`src/rtl/usr_pkg.sv`:
```
// ---------------------------------------------------------------------------
// usr_pkg
// Shared types for the parametrised universal shift register.
//   usr_mode_t   : 3-bit operation select, fully decoded (8 values).
//   piso_state_t : PISO transmit FSM states.
//   usr_ctrl_t   : registered control state (last enabled mode + PISO FSM
//                  state), kept as one struct so checkers can bind to it.
// ---------------------------------------------------------------------------
package usr_pkg;

  typedef enum logic [2:0] {
    HOLD = 3'b000,
    SHR  = 3'b001,
    SHL  = 3'b010,
    LOAD = 3'b011,
    ROR  = 3'b100,
    ROL  = 3'b101,
    SIPO = 3'b110,
    PISO = 3'b111
  } usr_mode_t;

  typedef enum logic {
    IDLE  = 1'b0,
    SHIFT = 1'b1
  } piso_state_t;

  typedef struct packed {
    usr_mode_t   last_mode;
    piso_state_t piso_state;
  } usr_ctrl_t;

  localparam usr_ctrl_t CTRL_RESET = '{last_mode: HOLD, piso_state: IDLE};

endpackage

```
`src/rtl/usr_bit_counter.sv`:
```
// ---------------------------------------------------------------------------
// usr_bit_counter
// Modulo-N bit counter shared by the SIPO and PISO frame logic.
//   clk   : system clock
//   reset : asynchronous active-low reset (count -> 0)
//   en    : count this cycle
//   clr   : synchronous restart of the count
//   tc    : terminal count, high while count == N-1
// A clear together with en restarts the frame and counts the current cycle
// as its first bit, so the count becomes 1; a clear alone gives 0.
// ---------------------------------------------------------------------------
module usr_bit_counter #(
  parameter int N = 8
) (
  input  logic clk,
  input  logic reset,
  input  logic en,
  input  logic clr,
  output logic tc
);

  localparam int CW = $clog2(N + 1);

  logic [CW-1:0] count;

  assign tc = (count == CW'(N - 1));

  always_ff @(posedge clk or negedge reset) begin
    if (!reset) begin
      count <= '0;
    end else if (clr) begin
      count <= en ? CW'(1) : '0;
    end else if (en) begin
      count <= tc ? '0 : count + CW'(1);
    end
  end

endmodule

```
`src/rtl/univ_shift_reg_param.sv`:
```
// ---------------------------------------------------------------------------
// univ_shift_reg_param
// Parametrised universal shift register with rotate, framed SIPO capture and
// framed PISO transmit.
//
// Parameters:
//   WIDTH       : register width, 2..64
//   RESET_VALUE : value of q and the internal shift register after reset
//
// Ports:
//   clk          in   system clock, rising edge
//   reset        in   asynchronous active-low reset
//   en           in   clock enable; 0 freezes all state and zeroes strobes
//   mode         in   3-bit operation select (usr_mode_t)
//   serial_in    in   serial data input
//   parallel_in  in   parallel data input (WIDTH)
//   q            out  registered parallel output (WIDTH)
//   serial_out   out  registered serial output
//   frame_valid  out  one-cycle strobe at completion of a SIPO/PISO frame
//   busy         out  high while a PISO frame is in flight
//   frame_parity out  (only with USR_PARITY_EN) XOR of the completed frame,
//                     updated together with frame_valid
//
// Optional feature macro: USR_PARITY_EN. When defined, a PISO frame appends
// one even-parity bit on serial_out (busy stays high) before frame_valid.
//
// Handshake: there is no back-pressure. frame_valid is a pure strobe, high
// for exactly one clock after the edge that completes a frame; a consumer
// must sample q / frame_parity in that cycle.
//
// Any enabled edge whose mode differs from the previous enabled mode drops a
// partial frame (counter restart, PISO FSM to IDLE, busy low) and still
// performs the new mode's operation on that edge.
// ---------------------------------------------------------------------------
module univ_shift_reg_param
  import usr_pkg::*;
#(
  parameter int               WIDTH       = 8,
  parameter logic [WIDTH-1:0] RESET_VALUE = '0
) (
  input  logic             clk,
  input  logic             reset,
  input  logic             en,
  input  logic [2:0]       mode,
  input  logic             serial_in,
  input  logic [WIDTH-1:0] parallel_in,
  output logic [WIDTH-1:0] q,
  output logic             serial_out,
  output logic             frame_valid,
  output logic             busy
`ifdef USR_PARITY_EN
  ,
  output logic             frame_parity
`endif
);

  usr_mode_t        cur_mode;
  usr_ctrl_t        ctrl_q;
  usr_ctrl_t        ctrl_d;
  piso_state_t      piso_st;

  logic [WIDTH-1:0] shreg;
  logic [WIDTH-1:0] shreg_d;
  logic [WIDTH-1:0] q_d;
  logic [WIDTH-1:0] sipo_word;
  logic             so_d;
  logic             busy_d;
  logic             fv_d;
  logic             mode_chg;
  logic             last_bit;
  logic             cnt_en;
  logic             cnt_clr;
  logic             cnt_tc;

`ifdef USR_PARITY_EN
  logic             fp_d;
  logic             tx_par;
  logic             tx_par_d;
  logic             par_phase;
  logic             par_phase_d;
`endif

  assign cur_mode  = usr_mode_t'(mode);
  assign sipo_word = {shreg[WIDTH-2:0], serial_in};

  usr_bit_counter #(
    .N (WIDTH)
  ) u_bit_counter (
    .clk   (clk),
    .reset (reset),
    .en    (cnt_en),
    .clr   (cnt_clr),
    .tc    (cnt_tc)
  );

  // Next-state / output logic for the datapath and the PISO FSM.
  always_comb begin
    q_d      = q;
    shreg_d  = shreg;
    so_d     = serial_out;
    busy_d   = busy;
    fv_d     = 1'b0;
    ctrl_d   = ctrl_q;
    cnt_en   = 1'b0;
    cnt_clr  = 1'b0;
    mode_chg = 1'b0;
    piso_st  = ctrl_q.piso_state;
    last_bit = 1'b0;
`ifdef USR_PARITY_EN
    fp_d        = frame_parity;
    tx_par_d    = tx_par;
    par_phase_d = par_phase;
`endif

    if (en) begin
      mode_chg         = (cur_mode != ctrl_q.last_mode);
      ctrl_d.last_mode = cur_mode;
      // A mode change behaves as if the frame had just been reset.
      piso_st          = mode_chg ? IDLE : ctrl_q.piso_state;
      last_bit         = cnt_tc && !mode_chg;
      cnt_clr          = mode_chg;
      busy_d           = 1'b0;
      ctrl_d.piso_state = IDLE;
`ifdef USR_PARITY_EN
      par_phase_d = 1'b0;
`endif

      case (cur_mode)
        HOLD: begin
        end
        SHR: begin
          q_d  = {serial_in, q[WIDTH-1:1]};
          so_d = q[0];
        end
        SHL: begin
          q_d  = {q[WIDTH-2:0], serial_in};
          so_d = q[WIDTH-1];
        end
        LOAD: begin
          q_d = parallel_in;
        end
        ROR: begin
          q_d = {q[0], q[WIDTH-1:1]};
        end
        ROL: begin
          q_d = {q[WIDTH-2:0], q[WIDTH-1]};
        end
        SIPO: begin
          shreg_d = sipo_word;
          cnt_en  = 1'b1;
          if (last_bit) begin
            q_d  = sipo_word;
            fv_d = 1'b1;
`ifdef USR_PARITY_EN
            fp_d = ^sipo_word;
`endif
          end
        end
        PISO: begin
          busy_d = 1'b1;
          if (piso_st == IDLE) begin
            // Frame start: the MSB goes out on this same edge.
            shreg_d           = parallel_in;
            so_d              = parallel_in[WIDTH-1];
            cnt_clr           = 1'b1;
            ctrl_d.piso_state = SHIFT;
`ifdef USR_PARITY_EN
            tx_par_d = ^parallel_in;
`endif
          end
`ifdef USR_PARITY_EN
          else if (last_bit && !par_phase) begin
            // Data exhausted; spend one extra cycle on the parity bit.
            so_d              = tx_par;
            par_phase_d       = 1'b1;
            ctrl_d.piso_state = SHIFT;
          end
`endif
          else if (last_bit) begin
            // Last bit has had its cycle; close the frame. The counter
            // increment wraps it back to 0.
            busy_d = 1'b0;
            fv_d   = 1'b1;
            cnt_en = 1'b1;
`ifdef USR_PARITY_EN
            fp_d = tx_par;
`endif
          end else begin
            shreg_d           = {shreg[WIDTH-2:0], 1'b0};
            so_d              = shreg[WIDTH-2];
            cnt_en            = 1'b1;
            ctrl_d.piso_state = SHIFT;
          end
        end
        default: begin
        end
      endcase
    end
  end

  always_ff @(posedge clk or negedge reset) begin
    if (!reset) begin
      q           <= RESET_VALUE;
      shreg       <= RESET_VALUE;
      serial_out  <= 1'b0;
      busy        <= 1'b0;
      frame_valid <= 1'b0;
      ctrl_q      <= CTRL_RESET;
    end else begin
      q           <= q_d;
      shreg       <= shreg_d;
      serial_out  <= so_d;
      busy        <= busy_d;
      frame_valid <= fv_d;
      ctrl_q      <= ctrl_d;
    end
  end

`ifdef USR_PARITY_EN
  always_ff @(posedge clk or negedge reset) begin
    if (!reset) begin
      frame_parity <= 1'b0;
      tx_par       <= 1'b0;
      par_phase    <= 1'b0;
    end else begin
      frame_parity <= fp_d;
      tx_par       <= tx_par_d;
      par_phase    <= par_phase_d;
    end
  end
`endif

endmodule
```
`config.mk`:
```
export PLATFORM = sky130hd
export DESIGN_NAME = univ_shift_reg_param
export DESIGN_NICKNAME = d
export VERILOG_FILES = /design/src/rtl/usr_pkg.sv /design/src/rtl/usr_bit_counter.sv /design/src/rtl/univ_shift_reg_param.sv
export SDC_FILE = /design/constraint.sdc
export NUM_CORES = 1
export LEC_CHECK = 0
export BUFFER_PORTS_ARGS = -buffer_cell sky130_fd_sc_hd__buf_4
export CAP_MARGIN = 20
export CORE_AREA = 2 2 69 71
export CTS_CLUSTER_SIZE = 10
export DETAILED_ROUTE_END_ITERATION = 10
export DIE_AREA = 0 0 71 73
export GPL_TIMING_DRIVEN = 0
export PLACE_DENSITY_LB_ADDON = 0.1
export SYNTH_ARGS = -nofsm -noshare
export SYNTH_HDL_FRONTEND = slang
export SYNTH_SLANG_ARGS = --single-unit
```
`constraint.sdc`:
```
create_clock -name clk -period 2.27 [get_ports clk]
set_input_delay 0 -clock clk [delete_from_list [all_inputs] [get_ports clk]]
set_output_delay 0 -clock clk [all_outputs]
set_load 0.05 [all_outputs]
```
[Word-level counts from Yosys, hierarchy flattened]
Index checks and enable logic that the tools add are counted.
Operators by class
  eq/ne operators: 11
  mux-type cells: 26
  add/sub/neg operators: 1
  reductions and logical operators: 9
Operators with widths (number)
  8-bit one-hot mux with 6 select lines: 1
  1-bit 2-to-1 mux: 15
  7-bit 2-to-1 mux: 2
  7-bit one-hot mux with 2 select lines: 1
  3-bit equality test (second input constant): 4
  4-bit 2-to-1 mux: 3
  3-bit AND reduction: 3
  8-bit 2-to-1 mux: 1
  3-bit by 2-bit equality test with 1-bit output (second input constant): 2
  6-bit nonzero test: 1
  4-bit by 1-bit adder with 4-bit output (second input constant): 1
  4-bit by 3-bit equality test with 1-bit output (second input constant): 1
  1-bit one-hot mux with 2 select lines: 2
  2-bit nonzero test: 2
  3-bit by 1-bit equality test with 1-bit output (second input constant): 1
  3-bit != test: 1
  3-bit != test (second input constant): 1
  1-bit one-hot mux with 3 select lines: 1
  3-bit nonzero test: 1
  2-bit != test (second input constant): 1
  1-bit logical AND: 1
  1-bit zero test: 1
Word-level totals
  word-level logic and storage cells: 54
  bits in registers: 25
  output and inout port bits: 11

[Longest topological paths before layout]
  depth in word-level cells: 7
  depth in mapped cells: 8
  gate-level depth less buffers: 6

[Modules after synthesis]
A second synthesis with hierarchy kept.
Second synthesis, totals
  cells, all modules: 171
  area, all modules: 1620.3 µm²
Modules (own cells, without submodules)
  univ_shift_reg_param: times used 1, cells each 151, sequential area each 525.5 µm², area each 1378.8 µm²
  usr_bit_counter: times used 1, cells each 20, sequential area each 100.1 µm², area each 241.5 µm²

[Worst setup path after synthesis]
No wires, ideal clock.
  path kind: flip-flop to flip-flop
  start point: reg ctrl_q[0] (netlist name)
  end point: reg u_bit_counter.count[3]
  arrival time: 1.715 ns
  path buffers: 0
  setup slack: 0.478 ns
  setup time: 0.076 ns
  stages on the path, launching flop included: 5
  cell sequence: dfrtp_1 -> nand4_2 -> a21o_1 -> or4_1 -> o21ai_1
Between the ends
  longest elaborated chain between the ends: 5
  elaborated cells between the ends (all ways): 9
  classes of those cells: mux: 8; reduce/logical: 1
RTL lines
  from (decl): line univ_shift_reg_param.sv:58  | usr_ctrl_t ctrl_q;
  from (signal assigned): line univ_shift_reg_param.sv:215  | ctrl_q <= ctrl_d;
  1-bit 2-to-1 mux *: line univ_shift_reg_param.sv:119  | piso_st = mode_chg ? IDLE : ctrl_q.piso_state;
  1-bit 2-to-1 mux: line univ_shift_reg_param.sv:161  | if (piso_st == IDLE) begin
  1-bit one-hot mux with 2 select lines or 1-bit 2-to-1 mux (tied branches): line univ_shift_reg_param.sv:128  | case (cur_mode)
  1-bit 2-to-1 mux: line univ_shift_reg_param.sv:115  | if (en) begin
  2-bit nonzero test (no line) or 4-bit 2-to-1 mux (tied branches)
  to (signal assigned): line usr_bit_counter.sv:32  | count <= en ? CW'(1) : '0;
  to (signal assigned): line usr_bit_counter.sv:34  | count <= tc ? '0 : count + CW'(1);
  to (decl): line usr_bit_counter.sv:24  | logic [CW-1:0] count;
Mark *: on every way between the ends. The rest lies on a longest branch, timed or not.
A chain may end at the register's enable or synchronous reset.

[Worst setup path after layout]
  start point: reg u_bit_counter.count[0]
  end point: reg shreg[5]
Between the ends
  longest elaborated chain between the ends: 4
RTL lines
  4-bit by 3-bit equality test with 1-bit output: line usr_bit_counter.sv:26  | assign tc = (count == CW'(N - 1));
  1-bit logical AND: line univ_shift_reg_param.sv:120  | last_bit = cnt_tc && !mode_chg;
  3-bit != test (no line)
  3-bit AND reduction (no line)
  to (signal assigned): line univ_shift_reg_param.sv:211  | shreg <= shreg_d;
  to (decl): line univ_shift_reg_param.sv:62  | logic [WIDTH-1:0] shreg;
No other way between the ends.

==> run metrics <==
Final GP Congestion=about 0.81; Antenna Violating Nets Remaining=0; die height=roughly 73 um; Max Cap Viol=0; clock power share=0.174; worst path cell trace=ha_1 > and4b_1 > and4_1 > a21oi_1 > buf_2 > nor2_1 > a21oi_1; final worst-path cycle share=0.8990; Comb pwr share=0.423; commonest non-fill, non-tap cells in the layout=25 x buf_4, 25 x nand2_1, 25 x dfrtp_1, 16 x mux2_2, 12 x nor2_1; Setup Skew=around 0.0066 ns; Fillers=between 400 and 500; Worst Setup SP=u_bit_counter.count[0]$_DFFE_PN0P_; R2R setup slack=between 0.2 and 0.25 ns; Worst Hold Launch=parallel_in[0]; # DRC=0; CTS tree=built; area growth from synthesis to layout=18.55%; CTS Root Buffer Type=clkbuf_8; first-pass GRT wire length=approximately 7 mm; # setup viols final=0; Worst Hold Class=input pin to flip-flop; n_diodes=0; buffer depth of the longest clock path=2; vias per inst=approximately 5.5; #FFs+latches synth=25; Core Util, Final=0.4320; sw power=684.8 uW; unrepaired setup endpoints after global routing=no; CTS sink cnt=25; GR Util All Layers=0.1703; Unique masters post-synth=between 40 and 50; kind of critical path=flip-flop to flip-flop; Leak=between 0.9 and 1 nW; RR Startpoint=u_bit_counter.count[0]$_DFFE_PN0P_; Post-Syn Nets=188; Reg-to-Reg End=shreg[5]$_DFFE_PN0P_; drt pass-1 iters=4; Fin Setup TNS=0 ns; clk_lat worst skew=0.28 ns; number of cells upsized or downsized after cts=0; vias in the first global route=1410; hold path cells=3; pin count of the biggest net entering global routing=26; nets=218; CP Depth=7; switching share of power=0.4198; Mean Syn Cell Area=9.610 sq um; num ports=26; Initial DRC Count=between 70 and 80; post-synthesis sequential area ratio=0.3785; WHS Endpoint=shreg[0]$_DFFE_PN0P_; CP delay by family, top=compound AO/OA/AOI/OAI gates; Inserted Clock Buffers=3; final WL=4.145 mm; Data arrival, critical path=between 2 and 2.5 ns; Die Span X=slightly above 70 um; area of the mapped netlist=roughly 1700 sq um; GRT overflow=0; Fin. Hold Viols=0; worst relative slew slack=0.6288; initial antenna violation count=0; Synthesis Warnings=0; Starting Density=0.3644; Worst Setup Start Kind=flip-flop; ratio of total power to cell area=between 800 and 900 nW/um^2; Worst Setup End Kind=flip-flop; CP max stage cell=dfrtp_1; Int Pwr=around 950 uW; final critical-path required period=approximately 2.0 ns; Core ar.=4536 sq um; Post-CTS Setup Bufs=0; cell mode on critical path=a21oi_1; Reg2Reg Depth=7; dpl hpwl=around 2.9 mm; CP max stage delay=about 0.42 ns; sequential share of power=0.403; Crit path required time=~2.5 ns; post-DR wirelength/cell=between 15 and 20 um; H-Tree Depth=1; Mapped Cells=172; crit path max fanout=10; port bufs=23; ratio of cells with drive above 1 in the final layout=0.2786; outcome=complete, no violations; die area=approximately 5200 sq um; Rows=25; Buf/Inv on CP=1; Slew @ Worst Pin=roughly 0.56 ns; VDD IR max=roughly 520 uV; total number of vias=roughly 1400; fmax=490.0 MHz; Reg clk slew, reported paths=0.10 ns; max-slew violation count=0
## routing by layer
metal | up-vias | share of wire | GRT usage
li1 | 675 | - | -
met3 | 7 | 0.032 | 0.02072
met5 | - | 0 | 0
met2 | 26 | 0.50 | 0.2960
met4 | 0 | 0.018 | 0.05870
met1 | 695 | 0.45 | 0.2198
## registers in the layout, summed over array words and instances, names as in the netlist
register	count
frame_valid	1
serial_out	1
q	8
u_bit_counter.count	4
shreg	7
ctrl_q	4
## how the worst max path moves through the flow
| stage | endpoint | slack [ns] |
|---|---|---|
| after floorplan | u_bit_counter.count[3]$_DFFE_PN0P_ | 0.48 |
| after global placement | shreg[5]$_DFFE_PN0P_ | 0.28 |
| after detailed placement | shreg[5]$_DFFE_PN0P_ | 0.23 |
| after CTS | shreg[5]$_DFFE_PN0P_ | 0.21 |
| after global routing | shreg[5]$_DFFE_PN0P_ | 0.05 |
| final | shreg[5]$_DFFE_PN0P_ | 0.23 |
## area by class of cell
cell class | count | area (sq um) | share of cell area
multi-input cells | 132 | 952.2 | 0.4860
flip-flops and latches | 25 | 625.6 | 0.3193
repair buffers | 25 | 192.7 | 0.09834
well taps | 54 | 67.56 | 0.03448
plain buffers | 12 | 63.81 | 0.03257
clock buffers | 3 | 41.29 | 0.02107
inverters | 3 | 11.26 | 0.005747
clock inverters | 1 | 5.005 | 0.002554
## metrics by stage
stage,hold WS (ns),total power [mW],instance area [sq um],instances,setup WS [ns]
finish,0.007257,1.631,1959,255,0.2293
global route,0.03338,1.723,1959,255,0.04502
CTS,0.005198,1.645,1959,255,0.2069
detailed placement,-0.06444,1.354,1893,249,0.2280
global placement,-0.06902,1.347,1893,249,0.2767
floorplan,-0.2956,1.141,1653,172,0.4782
## power groups by stage
stage,clock (mW),sequential (mW),combinational [mW]
2_1_floorplan,0,0.857,0.284
3_3_place_gp,0,0.664,0.684
3_5_place_dp,0,0.665,0.689
4_1_cts,0.291,0.657,0.696
5_1_grt,0.302,0.676,0.745
6_report,0.284,0.658,0.689
## repair_timing
| action | CTS | global route |
|---|---|---|
| hold buffers | 2 | 0 |
| setup endpoints to repair | 0 | 0 |
| hold endpoints to repair | 26 | 0 |
## kinds of logic (layout without fill, tap and decap cells)
group                    after synthesis  in the layout  share of synthesized area
multiplexers                          28             28                     0.1915
XOR/XNOR                               4              4                    0.04164
flip-flops                            25             25                     0.3785
adder cells (fa/ha/maj)                1              1                   0.007569
AO/OA/AOI/OAI                         41             41                     0.1666
AND/OR/NAND/NOR                       58             58                     0.1688
buffers and inverters                 15             44                    0.04541
## worst min-delay path: cells and delay by family
| kind | cells | cell delay [ns] |
|---|---|---|
| AO/OA/AOI/OAI | 1 | 0.08 |
| buffers and inverters | 1 | 0.12 |
| AND/OR/NAND/NOR | 1 | 0.06 |
## cells in the mapped netlist
library cell  number  area share
clkbuf_1           6       0.014
and4_1             1      0.0053
dfrtp_1           25        0.38
o21ai_1            4       0.012
nand3_1            5       0.015
a31oi_1            2      0.0076
ha_1               1      0.0076
xnor2_4            1       0.017
and4b_1            1      0.0061
buf_2              3      0.0091
a21o_1             1      0.0045
o21ba_2            1      0.0061
or3_1              3       0.011
o22ai_1            1      0.0038
xnor2_1            1      0.0053
inv_1              3      0.0068
nor2b_1            4       0.015
a22o_1             7       0.037
buf_6              1      0.0068
nor2_1            12       0.027
and2_1             1      0.0038
and3_1             1      0.0038
mux4_2             1       0.014
a21oi_1           10       0.030
o21bai_1           1      0.0045
nand4_2            1      0.0076
nand2_1           25       0.057
a22oi_1            7       0.032
a221o_1            1      0.0061
a21oi_2            1      0.0053
mux2i_1            8       0.048
o2111ai_1          1      0.0053
buf_4              2      0.0091
nand3b_1           1      0.0045
or4_1              1      0.0045
mux2_1             3       0.020
nand2b_1           1      0.0038
xnor2_2            2       0.020
or2_1              1      0.0038
mux2_2            16        0.11
o21ai_0            4       0.012
Note: power is estimated with default switching activity, not from simulation.
